$ cat config.mk
export PLATFORM = sky130hd
export DESIGN_NAME = pic_irr_ctrl
export DESIGN_NICKNAME = d
export VERILOG_FILES = /design/src/rtl/pic_irr_ctrl.sv
export SDC_FILE = /design/constraint.sdc
export NUM_CORES = 1
export LEC_CHECK = 0
export BUFFER_PORTS_ARGS = -buffer_cell sky130_fd_sc_hd__buf_2
export CORE_MARGIN = 2
export CORE_UTILIZATION = 60
export CTS_CLUSTER_SIZE = 40
export DETAILED_ROUTE_END_ITERATION = 12
export PLACE_DENSITY = 0.88
export SLEW_MARGIN = 20
export SYNTH_ARGS = -nofsm -noshare
export SYNTH_HDL_FRONTEND = slang
export SYNTH_SLANG_ARGS = --single-unit
$ cat constraint.sdc
create_clock -name clk -period 4.86 [get_ports clk]
set_clock_uncertainty 0.15 [all_clocks]
set_input_delay 0.243 -clock clk [delete_from_list [all_inputs] [get_ports clk]]
set_output_delay 0.243 -clock clk [all_outputs]
set_load 0.02 [all_outputs]
$ cat src/rtl/pic_irr_ctrl.sv
// Interrupt request register for an 8259A-style PIC: synchronises IR lines, latches them
// edge- or level-triggered, clears on acknowledge and resolves the winning request.
module pic_irr_ctrl #(
  parameter int NUM_IRQ     = 8,
  parameter int SYNC_STAGES = 2,
  parameter int ID_W        = $clog2(NUM_IRQ)
) (
  input  logic               clk,
  input  logic               reset,
  input  logic               LTIM,
  input  logic [NUM_IRQ-1:0] ir,
  input  logic [NUM_IRQ-1:0] imr,
  input  logic               ack_valid,
  input  logic [ID_W-1:0]    ack_id,
  input  logic               rotate_en,
  output logic [NUM_IRQ-1:0] irr,
  output logic               int_req,
  output logic [ID_W-1:0]    int_id
);

  localparam logic [2:0] WARM_INIT = 3'(SYNC_STAGES + 1);

  logic [NUM_IRQ-1:0] sync_p [SYNC_STAGES];
  logic [NUM_IRQ-1:0] ir_s;
  logic [NUM_IRQ-1:0] ir_prev;
  logic [NUM_IRQ-1:0] irr_nxt;
  logic [NUM_IRQ-1:0] ack_clr;
  logic [NUM_IRQ-1:0] pending;
  logic [ID_W-1:0]    prio_base;
  logic [ID_W:0]      win;
  logic [2:0]         warm_cnt;
  logic               ltim_q;
  logic               ack_ok;

  // Returns {found, index}: first set bit scanning upward from base with wrap.
  function automatic logic [ID_W:0] find_winner(input logic [NUM_IRQ-1:0] p,
                                                 input logic [ID_W-1:0]    base);
    logic          found;
    logic [ID_W-1:0] id;
    found = 1'b0;
    id    = '0;
    for (int i = 0; i < NUM_IRQ; i++) begin
      int idx;
      idx = int'(base) + i;
      if (idx >= NUM_IRQ) idx = idx - NUM_IRQ;
      if (!found && p[idx]) begin
        found = 1'b1;
        id    = ID_W'(idx);
      end
    end
    return {found, id};
  endfunction

  function automatic logic [ID_W-1:0] wrap_inc(input logic [ID_W-1:0] id);
    return (int'(id) == NUM_IRQ - 1) ? '0 : id + 1'b1;
  endfunction

  assign ir_s    = sync_p[SYNC_STAGES-1];
  assign ack_ok  = ack_valid && (int'(ack_id) < NUM_IRQ);
  assign ack_clr = ack_ok ? ({{(NUM_IRQ-1){1'b0}}, 1'b1} << ack_id) : '0;
  assign pending = irr & ~imr;
  assign win     = find_winner(pending, prio_base);

  // Warm-up and mode changes flush the register; otherwise set-wins-over-ack in edge mode.
  always_comb begin
    irr_nxt = irr;
    if (warm_cnt != 3'd0 || LTIM != ltim_q) begin
      irr_nxt = '0;
    end else if (LTIM) begin
      irr_nxt = ir_s;
    end else begin
      irr_nxt = (irr & ~ack_clr) | (ir_s & ~ir_prev);
    end
  end

  always_ff @(posedge clk) begin
    if (reset) begin
      for (int i = 0; i < SYNC_STAGES; i++) sync_p[i] <= '0;
      ir_prev   <= '0;
      irr       <= '0;
      int_req   <= 1'b0;
      int_id    <= '0;
      prio_base <= '0;
      ltim_q    <= 1'b0;
      warm_cnt  <= WARM_INIT;
    end else begin
      sync_p[0] <= ir;
      for (int i = 1; i < SYNC_STAGES; i++) sync_p[i] <= sync_p[i-1];
      ir_prev <= ir_s;
      ltim_q  <= LTIM;
      irr     <= irr_nxt;
      int_req <= win[ID_W];
      int_id  <= win[ID_W-1:0];
      if (warm_cnt != 3'd0) warm_cnt <= warm_cnt - 3'd1;
      if (ack_ok && rotate_en) prio_base <= wrap_inc(ack_id);
    end
  end

endmodule

[Yosys cells after proc, flatten, opt, wreduce, memory -nomap -nowiden]
Memory sizes are Yosys's and may differ from the RTL's.
Index checks and enable logic that the tools add are counted.
Storage, ports and cells
  bits in registers: 27
  memory bits (writable): 16
  input bits: 24
  output and inout port bits: 12
  memories: 1
Memories
  sync_p: words 2, bits a word 8, rd ports 2, clocked after Yosys merged registers in 0, wr ports 2, RTL line 23  | logic [NUM_IRQ-1:0] sync_p [SYNC_STAGES];
Operators by class
  add/sub/neg operators: 17
  $lt $le $gt $ge: 16
  eq/ne operators: 2
  shift-type cells: 1
  mux-type cells: 56
  bitwise gates (word level): 9
  reductions and logical operators: 18
Operator list (count)
  < comparator 32 x 5 -> 1 bit, second input constant: 8
  two-way mux 32 bit: 8
  subtractor 4 x 4 -> 5 bit, second input constant: 7
  two-way mux 8 bit: 4
  greater-or-equal comparator 4 bit, second input constant: 7
  two-way mux 1 bit: 27
  two-way mux 3 bit: 9
  bitwise AND 8 bit: 3
  binary-select mux 1 bit (select 3 bit): 8
  NOT 8 bit: 3
  adder 3 x 3 -> 4 bit, second input constant: 4
  adder 3 x 2 -> 4 bit, second input constant: 2
  logical AND 1 bit: 8
  OR 8 bit: 1
  left shift 1 x 3 -> 8 bit, first input constant: 1
  logical NOT 1 bit: 7
  subtractor 3 x 4 -> 5 bit, second input constant: 1
  adder 3 x 1 -> 4 bit, second input constant: 1
  greater-or-equal comparator 3 x 4 -> 1 bit, second input constant: 1
  adder 3 x 1 -> 3 bit, second input constant: 1
  equality test 3 x 1 -> 1 bit, second input constant: 1
  nonzero test 3 bit: 1
  subtractor 3 x 1 -> 3 bit, second input constant: 1
  OR 1 bit: 2
  3 further kinds: 3

[Logic depth before layout (Yosys ltp)]
  word-level depth: 27
  mapped depth: 10
  gate-level depth less buffers: 9

[Worst setup path after synthesis]
No wires, ideal clock.
  path kind: flip-flop to flip-flop
  from: reg prio_base[1]
  to: reg int_id[0]
  setup time: 0.117 ns
  arrival: 2.656 ns
  required time: 4.593 ns
  slack: 1.937 ns
  cell stages (with the launch flop): 10
  buffers on the path: 1
  period minus slack after synthesis: 2.923 ns
  path through: dfxtp_1 clkbuf_1 inv_1 ha_1 xnor2_1 mux4_2 a2111oi_4 o21ai_2 a32o_1 a22o_1
On the way
  cells in the longest elaborated chain, start to end: 27
Ends and longest elaborated chain
  start, declared: RTL line 29  | logic [ID_W-1:0] prio_base;
  start signal, assigned: RTL line 95  | if (ack_ok && rotate_en) prio_base <= wrap_inc(ack_id);
  branches (longest 26 deep; another with subtractor 4 x 4 -> 5 bit)
  two-way mux 3 bit *: RTL line 46  | if (!found && p[idx]) begin
  end signal, assigned: RTL line 93  | int_id <= win[ID_W-1:0];
  end, declared: RTL line 18  | output logic [ID_W-1:0] int_id
Every way passes the cells marked *. The select of a mux whose other input is x is not followed.
A chain may end at the register's enable or synchronous reset.

[Final worst setup path]
  from: reg prio_base[0]
  to: reg int_id[0]
Same word-level chain as after synthesis.

==> out/metrics.cfg <==
[power_and_ir_drop]
powerDensity_nw_per_um2 = 254
ir_worst_vdd_v = 0.000225
p_switching_w = 0.000190
seqPwrFrac = 0.532
clkPwrFrac = 0.340
p_total_w = 0.000716
comb_power_share = 0.128
p_leak_nw = 1.09
p_int_w = 0.000526
p_sw_frac = 0.265

[drt]
ant_nets = 0
vias_per_cell = 6.01
drt_iter0_drc = 198
dr.pass1.iters = 5
drt-wirelength-per-cell_um = 15.5
wl_um = 5550
vias = 2150
drc = 0

[layout]
num_antenna_cells = 0
nets = 341
drive_above_1_share = 0.208
final_common_cell = dfxtp_1
instances_no_fill = 358
nFillCells = 303
fin_area_um2 = 2820
area_delta_synth_final_pct = 12.4
mostFrequentLayoutCells = 43 x dfxtp_1, 35 x nor2b_1, 35 x buf_2

[logic_synthesis]
syn_area_um2 = 2510
synth.distinct_cells = 48
synth-seq-area-share = 0.343
yosysTopAreaCellShare = 0.343
synth-main-ff-cell = dfxtp_1
yosys_warnings = 0
syn-mean-instance-area_um2 = 9.08
async_flop_share = 0
synth_edf_count = 0
yosysTopAreaCell = dfxtp_1
synthTopCellsByArea = dfxtp_1 34%, nor2b_1 8.7%, mux4_2 8.1%, ha_1 5.0%, a21oi_1 4.0%
ys_ff_latch = 43
syn_inst = 276
synth_nets = 310

[clock_network]
cts_buffer_depth = 2
clkSinkCount = 43
post-cts-setup-buffers = 0
cts_tree = done
ctsResizeCount = 0
htreeDepth = 2
cts_made_buffers = 5
cts_root_buffer = clkbuf_8
clk_pin_slew_ns = 0.09
worstSkewPairLatency_ns = 0.30

[min_path]
min_path_type = in2reg
holdPathStages = 2

[sta]
max_clock_freq_mhz = 286
layout_min_cycle_time_ns = 3.49
finalSetupTns_ns = 0
tightest_slew_ns = 0.892
hold-worst-slack_ns = 0.00703
setup_viol_count_final = 0
finalHoldViolations = 0
max_slew_margin = 0.405
drv_slew = 0
period_share = 0.719
rsz0062_at_grt = false

[global_route]
grt_pass1_vias = 1796
antenna_found_initial = 0
grt_max_degree = 36
grt_pass1_wl_um = 8270
grtUsageTotal = 0.241
overflow = 0

[die]
rows = 23
die_h_um = 68.6
io-pin-count = 36
die-area_um2 = 4710
die_x_um = 68.6
core_um2 = 4000
initial_utilization = 0.627

[placed_design]
routabilityCongestion = 1.03
dp_cells = 346
post-dp-hpwl_um = 4030
placed_area_um2 = 2680
portBuffers = 35

[critical_path]
worstPathArrival_ns = 3.55
worstRegToRegCells = 8
critical_path.top_delay_family = flip-flops
slowest_stage = dfxtp_1
crit_path_max_fanout = 19
end_kind = flop
crit_chain = inv_4 > ha_1 > xnor2_1 > mux4_2 > a2111oi_4 > o21ai_2 > a32o_1 > a22o_1
start_kind = flop
path_class = reg2reg
worst-path-stages = 8
path_buf_inv = 1
required_ns = 4.91
critical_path.max_stage_delay_ns = 0.92

[run_status]
status = finished clean

[job]
maxCapViolCount = 0

## timing repair
| item | CTS | global route |
|---|---|---|
| hold buffers | 2 | 2 |
| endpoints found under the setup margin | 0 | 0 |
| hold endpoints to repair | 2 | 2 |
## stage by stage
stage	setup slack (ns)	util
2_1_floorplan	1.94	-
3_3_place_gp	1.52	0.669
3_5_place_dp	1.38	0.669
4_1_cts	1.37	0.699
5_1_grt	1.12	0.704
6_report	1.37	0.704
## synth_stat cells (3+ instances only)
cell / count
o22ai_1: 5
nand2b_1: 6
dfxtp_1: 43
o21ai_0: 17
a21oi_1: 20
and2_1: 4
nor2_1: 7
nor2b_1: 35
inv_1: 22
mux4_2: 9
nand3b_1: 6
nand3_1: 5
xnor2_1: 3
clkbuf_1: 12
nor3_1: 5
a22oi_1: 3
nand2_1: 17
mux2i_1: 8
ha_1: 10
a221oi_1: 3
a311o_1: 3
## routing by layer
metal | up-vias | track usage | part of all wire
met1 | 1000 | 0.282 | 0.40
met5 | - | 0 | 0
met3 | 25 | 0.0536 | 0.056
li1 | 1034 | - | -
met4 | 0 | 0.115 | 0.039
met2 | 91 | 0.417 | 0.50
## sequential cells by signal, indices dropped and copies added, names as in the netlist
name       flops
warm_cnt       3
int_id         3
ltim_q         1
int_req        1
prio_base      3
irr            8
ir_prev        8
sync_p        16
## worst register-to-register path, delay by kind of cell (launching register included)
kind                     cells  cell delay (ns)
buffers and inverters        1             0.14
flip-flops                   1             0.92
adder cells (fa/ha/maj)      1             0.32
multiplexers                 1             0.63
XOR/XNOR                     1             0.38
AO/OA/AOI/OAI                4             0.85
## final timing paths
path	start	to	slack [ns]
worst max-delay path	prio_base[0]	int_id[0]	1.37
worst min register to register	sync_p[0][7]	sync_p[0][15]	0.29
worst max register to register	prio_base[0]	int_id[0]	1.37
worst min-delay path	ir[6]	sync_p[0][6]	0.007
## kinds of logic (layout without fill, tap and decap cells)
| family | count (synthesis) | count (layout) | synth area share |
|---|---|---|---|
| compound gates | 69 | 69 | 0.188 |
| xor+xnor | 5 | 5 | 0.0175 |
| fa+ha+maj | 10 | 10 | 0.0499 |
| buf+inv | 38 | 70 | 0.0619 |
| flops | 43 | 43 | 0.343 |
| mux | 22 | 22 | 0.140 |
| simple gates | 89 | 89 | 0.199 |
## final cells by class
| type | count | area, um^2 | area share |
|---|---|---|---|
| repair buffers | 39 | 215 | 0.0764 |
| well taps | 50 | 62.6 | 0.0222 |
| flip-flops and latches | 43 | 861 | 0.306 |
| inverters | 23 | 88.8 | 0.0315 |
| multi-input cells | 195 | 1490 | 0.529 |
| clock inverters | 2 | 16.3 | 0.00578 |
| clock buffers | 6 | 82.6 | 0.0293 |
## power by group through the flow
| stage | Sequential [W] | Combinational [W] | Clock [W] |
|---|---|---|---|
| 4_1_cts | 0.000381 | 0.0000907 | 0.000248 |
| 2_1_floorplan | 0.000382 | 0.0000720 | 0 |
| 3_3_place_gp | 0.000389 | 0.0000857 | 0 |
| 5_1_grt | 0.000384 | 0.000103 | 0.000264 |
| 6_report | 0.000381 | 0.0000919 | 0.000243 |
| 3_5_place_dp | 0.000389 | 0.0000888 | 0 |
(Power assumes the default switching activity.)
